==> config.mk <==
export PLATFORM = sky130hd
export DESIGN_NAME = axi_latency_shaper
export DESIGN_NICKNAME = d
export VERILOG_FILES = /design/src/rtl/axi_latency_shaper.sv
export SDC_FILE = /design/constraint.sdc
export NUM_CORES = 1
export LEC_CHECK = 0
export CAP_MARGIN = 30
export CORE_MARGIN = 5
export CORE_UTILIZATION = 50
export CTS_BUF_LIST = sky130_fd_sc_hd__clkbuf_2
export DETAILED_ROUTE_END_ITERATION = 7
export PLACE_DENSITY = 0.71
export SLEW_MARGIN = 20
export SYNTH_ARGS = -nofsm -noshare
export SYNTH_HDL_FRONTEND = slang
export SYNTH_HIERARCHICAL = 1
export SYNTH_SLANG_ARGS = --single-unit
export TNS_END_PERCENT = 5
==> constraint.sdc <==
create_clock -name clk_i -period 3.7 [get_ports clk_i]
set_input_delay 0.555 -clock clk_i [delete_from_list [all_inputs] [get_ports clk_i]]
set_output_delay 0.555 -clock clk_i [all_outputs]
set_load 0.02 [all_outputs]
==> src/rtl/axi_latency_shaper.sv <==
// AXI channel delayer: every beat on each of the five channels is released a
// programmable number of cycles after acceptance, with optional LFSR jitter.

package axi_latency_shaper_pkg;
    typedef struct packed {
        logic [3:0]  id;
        logic [31:0] addr;
        logic [7:0]  len;
    } aw_chan_t;

    typedef struct packed {
        logic [31:0] data;
        logic [3:0]  strb;
        logic        last;
    } w_chan_t;

    typedef struct packed {
        logic [3:0] id;
        logic [1:0] resp;
    } b_chan_t;

    typedef struct packed {
        logic [3:0]  id;
        logic [31:0] addr;
        logic [7:0]  len;
    } ar_chan_t;

    typedef struct packed {
        logic [3:0]  id;
        logic [31:0] data;
        logic [1:0]  resp;
        logic        last;
    } r_chan_t;

    typedef struct packed {
        aw_chan_t aw;
        logic     aw_valid;
        w_chan_t  w;
        logic     w_valid;
        logic     b_ready;
        ar_chan_t ar;
        logic     ar_valid;
        logic     r_ready;
    } req_t;

    typedef struct packed {
        logic     aw_ready;
        logic     ar_ready;
        logic     w_ready;
        logic     b_valid;
        b_chan_t  b;
        logic     r_valid;
        r_chan_t  r;
    } resp_t;
endpackage

module axi_latency_shaper_chan #(
    parameter type         data_t     = logic,
    parameter int unsigned Depth      = 4,
    parameter int unsigned DelayWidth = 8,
    parameter bit          Jitter     = 1'b0
) (
    input  logic                  clk_i,
    input  logic                  rst_i,
    input  logic [DelayWidth:0]   cnt_i,
    input  logic [DelayWidth-1:0] delay_i,
    input  logic                  jitter_i,
    input  logic                  valid_i,
    output logic                  ready_o,
    input  data_t                 data_i,
    output logic                  valid_o,
    input  logic                  ready_i,
    output data_t                 data_o,
    output logic                  busy_o
);
    localparam int unsigned PtrW = (Depth > 1) ? $clog2(Depth) : 1;
    localparam int unsigned CntW = DelayWidth + 1;

    typedef logic [PtrW-1:0] ptr_t;

    data_t           mem_q [Depth];
    logic [CntW-1:0] due_q [Depth];
    logic [Depth-1:0] occ_q, occ_d;
    logic [Depth-1:0] ripe_q, ripe_d;
    ptr_t            head_q, head_d;
    ptr_t            tail_q, tail_d;
    logic            presented_q, presented_d;
    logic            push, pop, releasable, gate;

    function automatic ptr_t ptr_inc(input ptr_t p);
        if (p == ptr_t'(Depth - 1)) return '0;
        return p + 1'b1;
    endfunction

    // Tail slot occupied means every slot is occupied: no fall-through on pop.
    assign ready_o    = !occ_q[tail_q] && !rst_i;
    assign push       = valid_i && ready_o;
    assign releasable = occ_q[head_q] && (ripe_q[head_q] || (cnt_i == due_q[head_q]));
    assign gate       = Jitter ? jitter_i : 1'b1;
    assign valid_o    = !rst_i && releasable && (presented_q || gate);
    assign pop        = valid_o && ready_i;
    assign data_o     = mem_q[head_q];
    assign busy_o     = |occ_q;

    always_comb begin
        occ_d       = occ_q;
        ripe_d      = ripe_q;
        head_d      = head_q;
        tail_d      = tail_q;
        presented_d = presented_q;
        for (int unsigned i = 0; i < Depth; i++) begin
            if (occ_q[ptr_t'(i)] && (cnt_i == due_q[ptr_t'(i)])) begin
                ripe_d[ptr_t'(i)] = 1'b1;
            end
        end
        if (pop) begin
            occ_d[head_q]  = 1'b0;
            ripe_d[head_q] = 1'b0;
            head_d         = ptr_inc(head_q);
            presented_d    = 1'b0;
        end else if (valid_o) begin
            presented_d = 1'b1;
        end
        if (push) begin
            occ_d[tail_q]  = 1'b1;
            ripe_d[tail_q] = 1'b0;
            tail_d         = ptr_inc(tail_q);
        end
    end

    always_ff @(posedge clk_i) begin
        if (rst_i) begin
            occ_q       <= '0;
            ripe_q      <= '0;
            head_q      <= '0;
            tail_q      <= '0;
            presented_q <= 1'b0;
        end else begin
            occ_q       <= occ_d;
            ripe_q      <= ripe_d;
            head_q      <= head_d;
            tail_q      <= tail_d;
            presented_q <= presented_d;
        end
    end

    always_ff @(posedge clk_i) begin
        if (push) begin
            mem_q[tail_q] <= data_i;
            due_q[tail_q] <= cnt_i + {1'b0, delay_i} + CntW'(1);
        end
    end
endmodule

module axi_latency_shaper #(
    parameter type         aw_chan_t  = axi_latency_shaper_pkg::aw_chan_t,
    parameter type         w_chan_t   = axi_latency_shaper_pkg::w_chan_t,
    parameter type         b_chan_t   = axi_latency_shaper_pkg::b_chan_t,
    parameter type         ar_chan_t  = axi_latency_shaper_pkg::ar_chan_t,
    parameter type         r_chan_t   = axi_latency_shaper_pkg::r_chan_t,
    parameter type         req_t      = axi_latency_shaper_pkg::req_t,
    parameter type         resp_t     = axi_latency_shaper_pkg::resp_t,
    parameter int unsigned Depth      = 4,
    parameter int unsigned DelayWidth = 8,
    parameter bit          JitterIn   = 1'b0,
    parameter bit          JitterOut  = 1'b0,
    parameter logic [15:0] LfsrSeed   = 16'hACE1
) (
    input  logic                  clk_i,
    input  logic                  rst_i,
    input  logic [DelayWidth-1:0] delay_in_i,
    input  logic [DelayWidth-1:0] delay_out_i,
    input  req_t                  slv_req_i,
    output resp_t                 slv_resp_o,
    output req_t                  mst_req_o,
    input  resp_t                 mst_resp_i,
    output logic                  busy_o
);
    localparam int unsigned CntW = DelayWidth + 1;

    logic [CntW-1:0] cnt_q, cnt_d;
    logic [15:0]     lfsr_q, lfsr_d;
    logic [4:0]      busy;

    aw_chan_t aw_data;
    w_chan_t  w_data;
    b_chan_t  b_data;
    ar_chan_t ar_data;
    r_chan_t  r_data;
    logic aw_ready, w_ready, b_ready, ar_ready, r_ready;
    logic aw_valid, w_valid, b_valid, ar_valid, r_valid;

    // One extra counter bit keeps a 2^DelayWidth delay from aliasing across wrap.
    assign cnt_d  = cnt_q + CntW'(1);
    assign lfsr_d = {lfsr_q[14:0], lfsr_q[15] ^ lfsr_q[13] ^ lfsr_q[12] ^ lfsr_q[10]};

    always_ff @(posedge clk_i) begin
        if (rst_i) begin
            cnt_q  <= '0;
            lfsr_q <= LfsrSeed;
        end else begin
            cnt_q  <= cnt_d;
            lfsr_q <= lfsr_d;
        end
    end

    axi_latency_shaper_chan #(
        .data_t(aw_chan_t), .Depth(Depth), .DelayWidth(DelayWidth), .Jitter(JitterIn)
    ) i_aw (
        .clk_i(clk_i), .rst_i(rst_i), .cnt_i(cnt_q), .delay_i(delay_in_i),
        .jitter_i(lfsr_q[0]),
        .valid_i(slv_req_i.aw_valid), .ready_o(aw_ready), .data_i(slv_req_i.aw),
        .valid_o(aw_valid), .ready_i(mst_resp_i.aw_ready), .data_o(aw_data),
        .busy_o(busy[0])
    );

    axi_latency_shaper_chan #(
        .data_t(w_chan_t), .Depth(Depth), .DelayWidth(DelayWidth), .Jitter(JitterIn)
    ) i_w (
        .clk_i(clk_i), .rst_i(rst_i), .cnt_i(cnt_q), .delay_i(delay_in_i),
        .jitter_i(lfsr_q[1]),
        .valid_i(slv_req_i.w_valid), .ready_o(w_ready), .data_i(slv_req_i.w),
        .valid_o(w_valid), .ready_i(mst_resp_i.w_ready), .data_o(w_data),
        .busy_o(busy[1])
    );

    axi_latency_shaper_chan #(
        .data_t(b_chan_t), .Depth(Depth), .DelayWidth(DelayWidth), .Jitter(JitterOut)
    ) i_b (
        .clk_i(clk_i), .rst_i(rst_i), .cnt_i(cnt_q), .delay_i(delay_out_i),
        .jitter_i(lfsr_q[2]),
        .valid_i(mst_resp_i.b_valid), .ready_o(b_ready), .data_i(mst_resp_i.b),
        .valid_o(b_valid), .ready_i(slv_req_i.b_ready), .data_o(b_data),
        .busy_o(busy[2])
    );

    axi_latency_shaper_chan #(
        .data_t(ar_chan_t), .Depth(Depth), .DelayWidth(DelayWidth), .Jitter(JitterIn)
    ) i_ar (
        .clk_i(clk_i), .rst_i(rst_i), .cnt_i(cnt_q), .delay_i(delay_in_i),
        .jitter_i(lfsr_q[3]),
        .valid_i(slv_req_i.ar_valid), .ready_o(ar_ready), .data_i(slv_req_i.ar),
        .valid_o(ar_valid), .ready_i(mst_resp_i.ar_ready), .data_o(ar_data),
        .busy_o(busy[3])
    );

    axi_latency_shaper_chan #(
        .data_t(r_chan_t), .Depth(Depth), .DelayWidth(DelayWidth), .Jitter(JitterOut)
    ) i_r (
        .clk_i(clk_i), .rst_i(rst_i), .cnt_i(cnt_q), .delay_i(delay_out_i),
        .jitter_i(lfsr_q[4]),
        .valid_i(mst_resp_i.r_valid), .ready_o(r_ready), .data_i(mst_resp_i.r),
        .valid_o(r_valid), .ready_i(slv_req_i.r_ready), .data_o(r_data),
        .busy_o(busy[4])
    );

    always_comb begin
        mst_req_o          = slv_req_i;
        mst_req_o.aw       = aw_data;
        mst_req_o.aw_valid = aw_valid;
        mst_req_o.w        = w_data;
        mst_req_o.w_valid  = w_valid;
        mst_req_o.ar       = ar_data;
        mst_req_o.ar_valid = ar_valid;
        mst_req_o.b_ready  = b_ready;
        mst_req_o.r_ready  = r_ready;
    end

    always_comb begin
        slv_resp_o          = mst_resp_i;
        slv_resp_o.aw_ready = aw_ready;
        slv_resp_o.w_ready  = w_ready;
        slv_resp_o.ar_ready = ar_ready;
        slv_resp_o.b        = b_data;
        slv_resp_o.b_valid  = b_valid;
        slv_resp_o.r        = r_data;
        slv_resp_o.r_valid  = r_valid;
    end

    assign busy_o = |busy;
endmodule

Yosys cells after proc, flatten, opt, wreduce, memory -nomap -nowiden
Memory sizes are Yosys's and may differ from the RTL's. A register that Yosys moved wholly into a read port is not among the register bits.
Cells that the tools add are included.
- bits of input ports: 198
- latch bits: 0
- word-level logic and storage cells: 358
- bits in writable memories: 860
- register bits after elaboration: 69
- output and inout port bits: 181
- bits in read-only memories: 0
- memories kept: 10
- memory list (memory ; depth ; width ; read ports ; clocked after memory_dff ; wr ports ; RTL line ; text):
    i_ar.mem_q ; 4 ; 44 ; 1 ; 1 ; 1 ; 81 ; data_t mem_q [Depth];
    i_aw.mem_q ; 4 ; 44 ; 1 ; 1 ; 1 ; 81 ;
    i_r.mem_q ; 4 ; 39 ; 1 ; 1 ; 1 ; 81 ;
    i_w.mem_q ; 4 ; 37 ; 1 ; 1 ; 1 ; 81 ;
    i_ar.due_q ; 4 ; 9 ; 5 ; 1 ; 1 ; 82 ; logic [CntW-1:0] due_q [Depth];
    i_aw.due_q ; 4 ; 9 ; 5 ; 1 ; 1 ; 82 ;
    4 more memories ; -- ; -- ; -- ; -- ; -- ; -- ;
- div/mod/pow operators: 0
- reduce and logical (&&, ||, !) cells: 67
- bitwise logic cells: 30
- $lt $le $gt $ge: 20
- multiply operators: 0
- eq/ne operators: 35
- multiplexer cells: 160
- add/sub/neg operators: 15
- shift-type cells: 0
- operators with widths (operator ; number):
    equality test 9 bit ; 25
    2-to-1 mux 2 bit ; 40
    2-to-1 mux 4 bit ; 20
    2-to-1 mux 1 bit ; 75
    AND 4 bit ; 15
    logical AND 1 bit ; 55
    NOT 4 bit ; 10
    binary-select mux 1 bit (select 2 bit) ; 15
    < comparator 2 x 3 -> 1 bit (second input constant) ; 10
    adder 9 x 1 -> 9 bit (second input constant) ; 3
    adder 2 x 1 -> 2 bit (second input constant) ; 10
    demux 1 bit (select 2 bit) ; 10
    equality test 2 bit (second input constant) ; 10
    >= comparator 2 x 1 -> 1 bit (second input constant) ; 10
    OR 4 bit ; 5
    OR reduction 20 bit ; 1
    adder 9 x 8 -> 9 bit ; 2
    logical NOT 1 bit ; 6
    logical OR 1 bit ; 5

Logic depth before layout (Yosys ltp)
- word-level depth: 10
- gate-level depth with buffers: 11
- mapped depth without buffers: 10

Cells and area by module
The synthesis kept the hierarchy.
- by module, submodules not included (module ; times used ; sequential area each (sq um) ; area each (sq um) ; cells an instance):
    axi_latency_shaper_chan (i_aw) ; 1 ; 6646.4 ; 9080.0 ; 437
    axi_latency_shaper_chan (i_ar) ; 1 ; 6646.4 ; 9068.7 ; 437
    axi_latency_shaper_chan (i_r) ; 1 ; 6045.8 ; 8343.0 ; 411
    axi_latency_shaper_chan (i_w) ; 1 ; 5805.6 ; 8060.2 ; 401
    axi_latency_shaper_chan (i_b) ; 1 ; 2082.0 ; 3642.2 ; 238
    axi_latency_shaper ; 1 ; 500.5 ; 893.4 ; 87

Worst setup path after synthesis
OpenSTA, ideal clock, no wires.
- path kind: register -> register
- from: register i_ar.tail_q[0]
- to: memory i_ar/due_q[0][0] in the netlist's numbering, enable pin
- data required time: 3.280 ns
- stages on the path, launching flop included: 4
- path buffers: 0
- arrival time: 2.505 ns
- slack: 0.774 ns
- library setup time: 0.420 ns
- period minus slack after synthesis: 2.926 ns
- path through: dfxtp_1 mux4_2 nor2_1 and3_1
- longest elaborated chain between the ends: 7
- RTL lines (what ; RTL line ; text):
    start: declaration ; 86 ; ptr_t tail_q, tail_d;
    start signal: assignment ; 142 ; tail_q <= tail_d;
    binary-select mux 1 bit (select 2 bit) ; 96 ; assign ready_o = !occ_q[tail_q] && !rst_i;
    2-to-1 mux 1 bit (not written as such) ; 96 ;
    logical NOT 1 bit ; 96 ;
    logical AND 1 bit ; 96 ;
    via ar_ready ; 190 ; logic aw_ready, w_ready, b_ready, ar_ready, r_ready;
    logical AND 1 bit ; 97 ; assign push = valid_i && ready_o;
    2-to-1 mux 1 bit ; 148 ; if (push) begin
    2-to-1 mux 1 bit (not written as such) ; 150 ; due_q[tail_q] <= cnt_i + {1'b0, delay_i} + CntW'(1);
    end: declaration ; 82 ;
The timed path passes the listed nets, and every way through them passes these cells. The select of a mux whose other input is x is not followed.

==> impl_metrics.tcl <==
set metrics [dict create \
    status "finished with violations" \
    violations "negative setup slack" \
    viasPerCell 5.307 \
    grt.total_usage 0.2041 \
    worst_pin_slew_ns 0.9598 \
    r2r_cells 8 \
    power.density_nw_per_um2 417.1 \
    synth_area_um2 38640 \
    placementRows 102 \
    area_growth_pct 25.99 \
    fillers 5596 \
    design_power_total_w 0.02030 \
    setup_slack_ns -0.1899 \
    grt_pass1_wl_mm 130.6 \
    cp.required_ns 3.14 \
    hpwl_mm 52.55 \
    fmax_mhz 257.1 \
    fp.dieW_um 288.0 \
    post-place-ws_ns 0.4135 \
    htreeDepth 4 \
    reg2reg_to "i_r/due_q[1][7]" \
    drtAntennaViolNets 0 \
    ctsRootBufferMaster "clkbuf_2" \
    hold_viol 0 \
    fin_nets 3045 \
    rsz0062_at_grt "true" \
    min_from "rst_i" \
    drt_iter0_drc 1138 \
    min_period_ns 3.890 \
    numPlacedInstances 3352 \
    maxSlewHeadroom 0.3601 \
    dieArea_um2 82930 \
    clk_path_buf_depth 3 \
    io_buffers 378 \
    worstReg2RegStart "cnt_q[1]" \
    cap_violations 0 \
    fin_tns_setup_ns -2.369 \
    hold_path.class "input port to flip-flop" \
    wirelength_mm 84.78 \
    end_kind "output pin" \
    die_height_um 288.0 \
    num_vias 21220 \
    min_period_over_period 1.051 \
    min_path_cells 3 \
    drive_gt1_frac 0.3009 \
    ios 379 \
    core_um2 77080 \
    regArea_um2 27460 \
    ys_warn_count 6 \
    grt_antenna_before_repair 5 \
    start_util 0.5012 \
    syn_inst 1975 \
    routabilityCongestion 0.8440 \
    critical_path_class "flip-flop to output pin" \
    drc 0 \
    wl_per_cell_um 21.21 \
    setup_viol 35 \
    ir_drop_v 0.0003796 \
    cts_tree "built" \
    start_kind "flip-flop" \
    drt_first_pass_iters 6 \
    grt_pass1_vias 23590 \
    cp.arrival_ns 3.33 \
    multi_input_area_um2 10890 \
    skew_ns 0.1023 \
    slew_violations 0 \
    rrSetupSlack_ns 0.79 \
    grt_max_degree 56 \
    cts.sinks 939 \
    cts-buffers-inserted 227 \
    grt-ovfl-total 0 \
    avgSynthCellArea_um2 19.56 \
    path_clk_slew_ns 0.11 \
    final_util 0.6315 \
    leakagePower_nw 17.07 \
    crit_fanout 7 \
    crit_path_end "mst_req_o[1]" \
    clkLatencyLatePin_ns 1.41 \
    synth_nets 2259 \
    fin_cells 3998 \
]
-- through the flow --
step                      hold WS, ns  instance area (µm²)
final                          0.2645                48680
after global routing          0.06678                48680
after CTS                    0.006970                48370
after detailed placement       0.5409                43900
after global placement         0.5367                43860
after floorplan                0.4736                38640
-- sequential cells by signal, indices dropped and copies added (netlist names), 4 cells and up, named ones only --
signal       cells
cnt_q            9
i_ar/due_q      36
i_ar/mem_q     176
i_ar/occ_q       4
i_ar/ripe_q      4
i_aw/due_q      36
i_aw/mem_q     176
i_aw/occ_q       4
i_aw/ripe_q      4
i_b/due_q       36
i_b/mem_q       24
i_b/occ_q        4
i_b/ripe_q       4
i_r/due_q       36
i_r/mem_q      156
i_r/occ_q        4
i_r/ripe_q       4
i_w/due_q       36
i_w/mem_q      148
i_w/occ_q        4
i_w/ripe_q       4
-- worst min path at each step --
stage	to	slack (ns)
3_3_place_gp	i_b/occ_q[3]	0.54
5_1_grt	i_ar/mem_q[1][38]	0.07
2_1_floorplan	i_aw/occ_q[3]	0.47
6_report	cnt_q[0]	0.26
3_5_place_dp	i_w/occ_q[3]	0.54
4_1_cts	cnt_q[0]	0.007
-- where the power goes --
part	internal [W]	switching, W
clock network	0.00260	0.00414
logic	0.000773	0.000834
registers	0.0119	0.000102
-- cell type report --
cell class / instances / area share
clock buffers: 319 / 0.03280
repair buffers: 654 / 0.1365
multi-input cells: 884 / 0.2237
diodes: 4 / 0.0002056
inverters: 55 / 0.004241
clock inverters: 103 / 0.01177
flip-flops and latches: 939 / 0.5641
well taps: 1040 / 0.02673
-- layout by cell type (no fill, tap or decap), drive strengths merged, types with 6 or more instances in the layout --
master / count
and2: 14
a311oi: 6
a41o: 6
dlygate4sd3: 185
buf: 154
nor4: 40
and3: 14
inv: 61
a21o: 25
a21oi: 43
o31ai: 10
ha: 81
nor3: 6
xor2: 194
nor2b: 6
nor2: 47
a41oi: 19
clkdlybuf4s15: 55
o21ai: 14
edfxtp: 860
xnor2: 49
nand2: 33
nand3: 12
mux2i: 10
mux4: 215
a2111oi: 15
dlygate4sd2: 28
clkbuf: 320
clkinv: 95
clkdlybuf4s50: 227
dfxtp: 79
-- worst max-delay path, cell delays in order (launching register included) --
cell and delay [ns]:
dfxtp_4 0.44, mux4_2 0.53, xor2_1 0.16, nor3_2 0.29, a41o_4 0.28, and2_4 0.14
buf_6 0.11
-- routing by layer --
metal  global-route usage  share of wire  vias to the layer above
li1                     -              -                     9632
met1               0.2487           0.40                    10810
met2               0.3576           0.52                      619
met3              0.05313          0.058                      152
met4              0.06609          0.023                        4
met5                    0        0.00029                        -
-- what timing repair did --
action / CTS / global route
pin swaps: 18 / 3
endpoints found under the hold margin: 805 / 0
endpoints found under the setup margin: 181 / 101
hold buffers: 185 / 0
gates resized for setup: 556 / 52
buffers inserted: 22 / 10
cloned: 3 / 0
No activity file was read; power rests on OpenSTA's default activity.
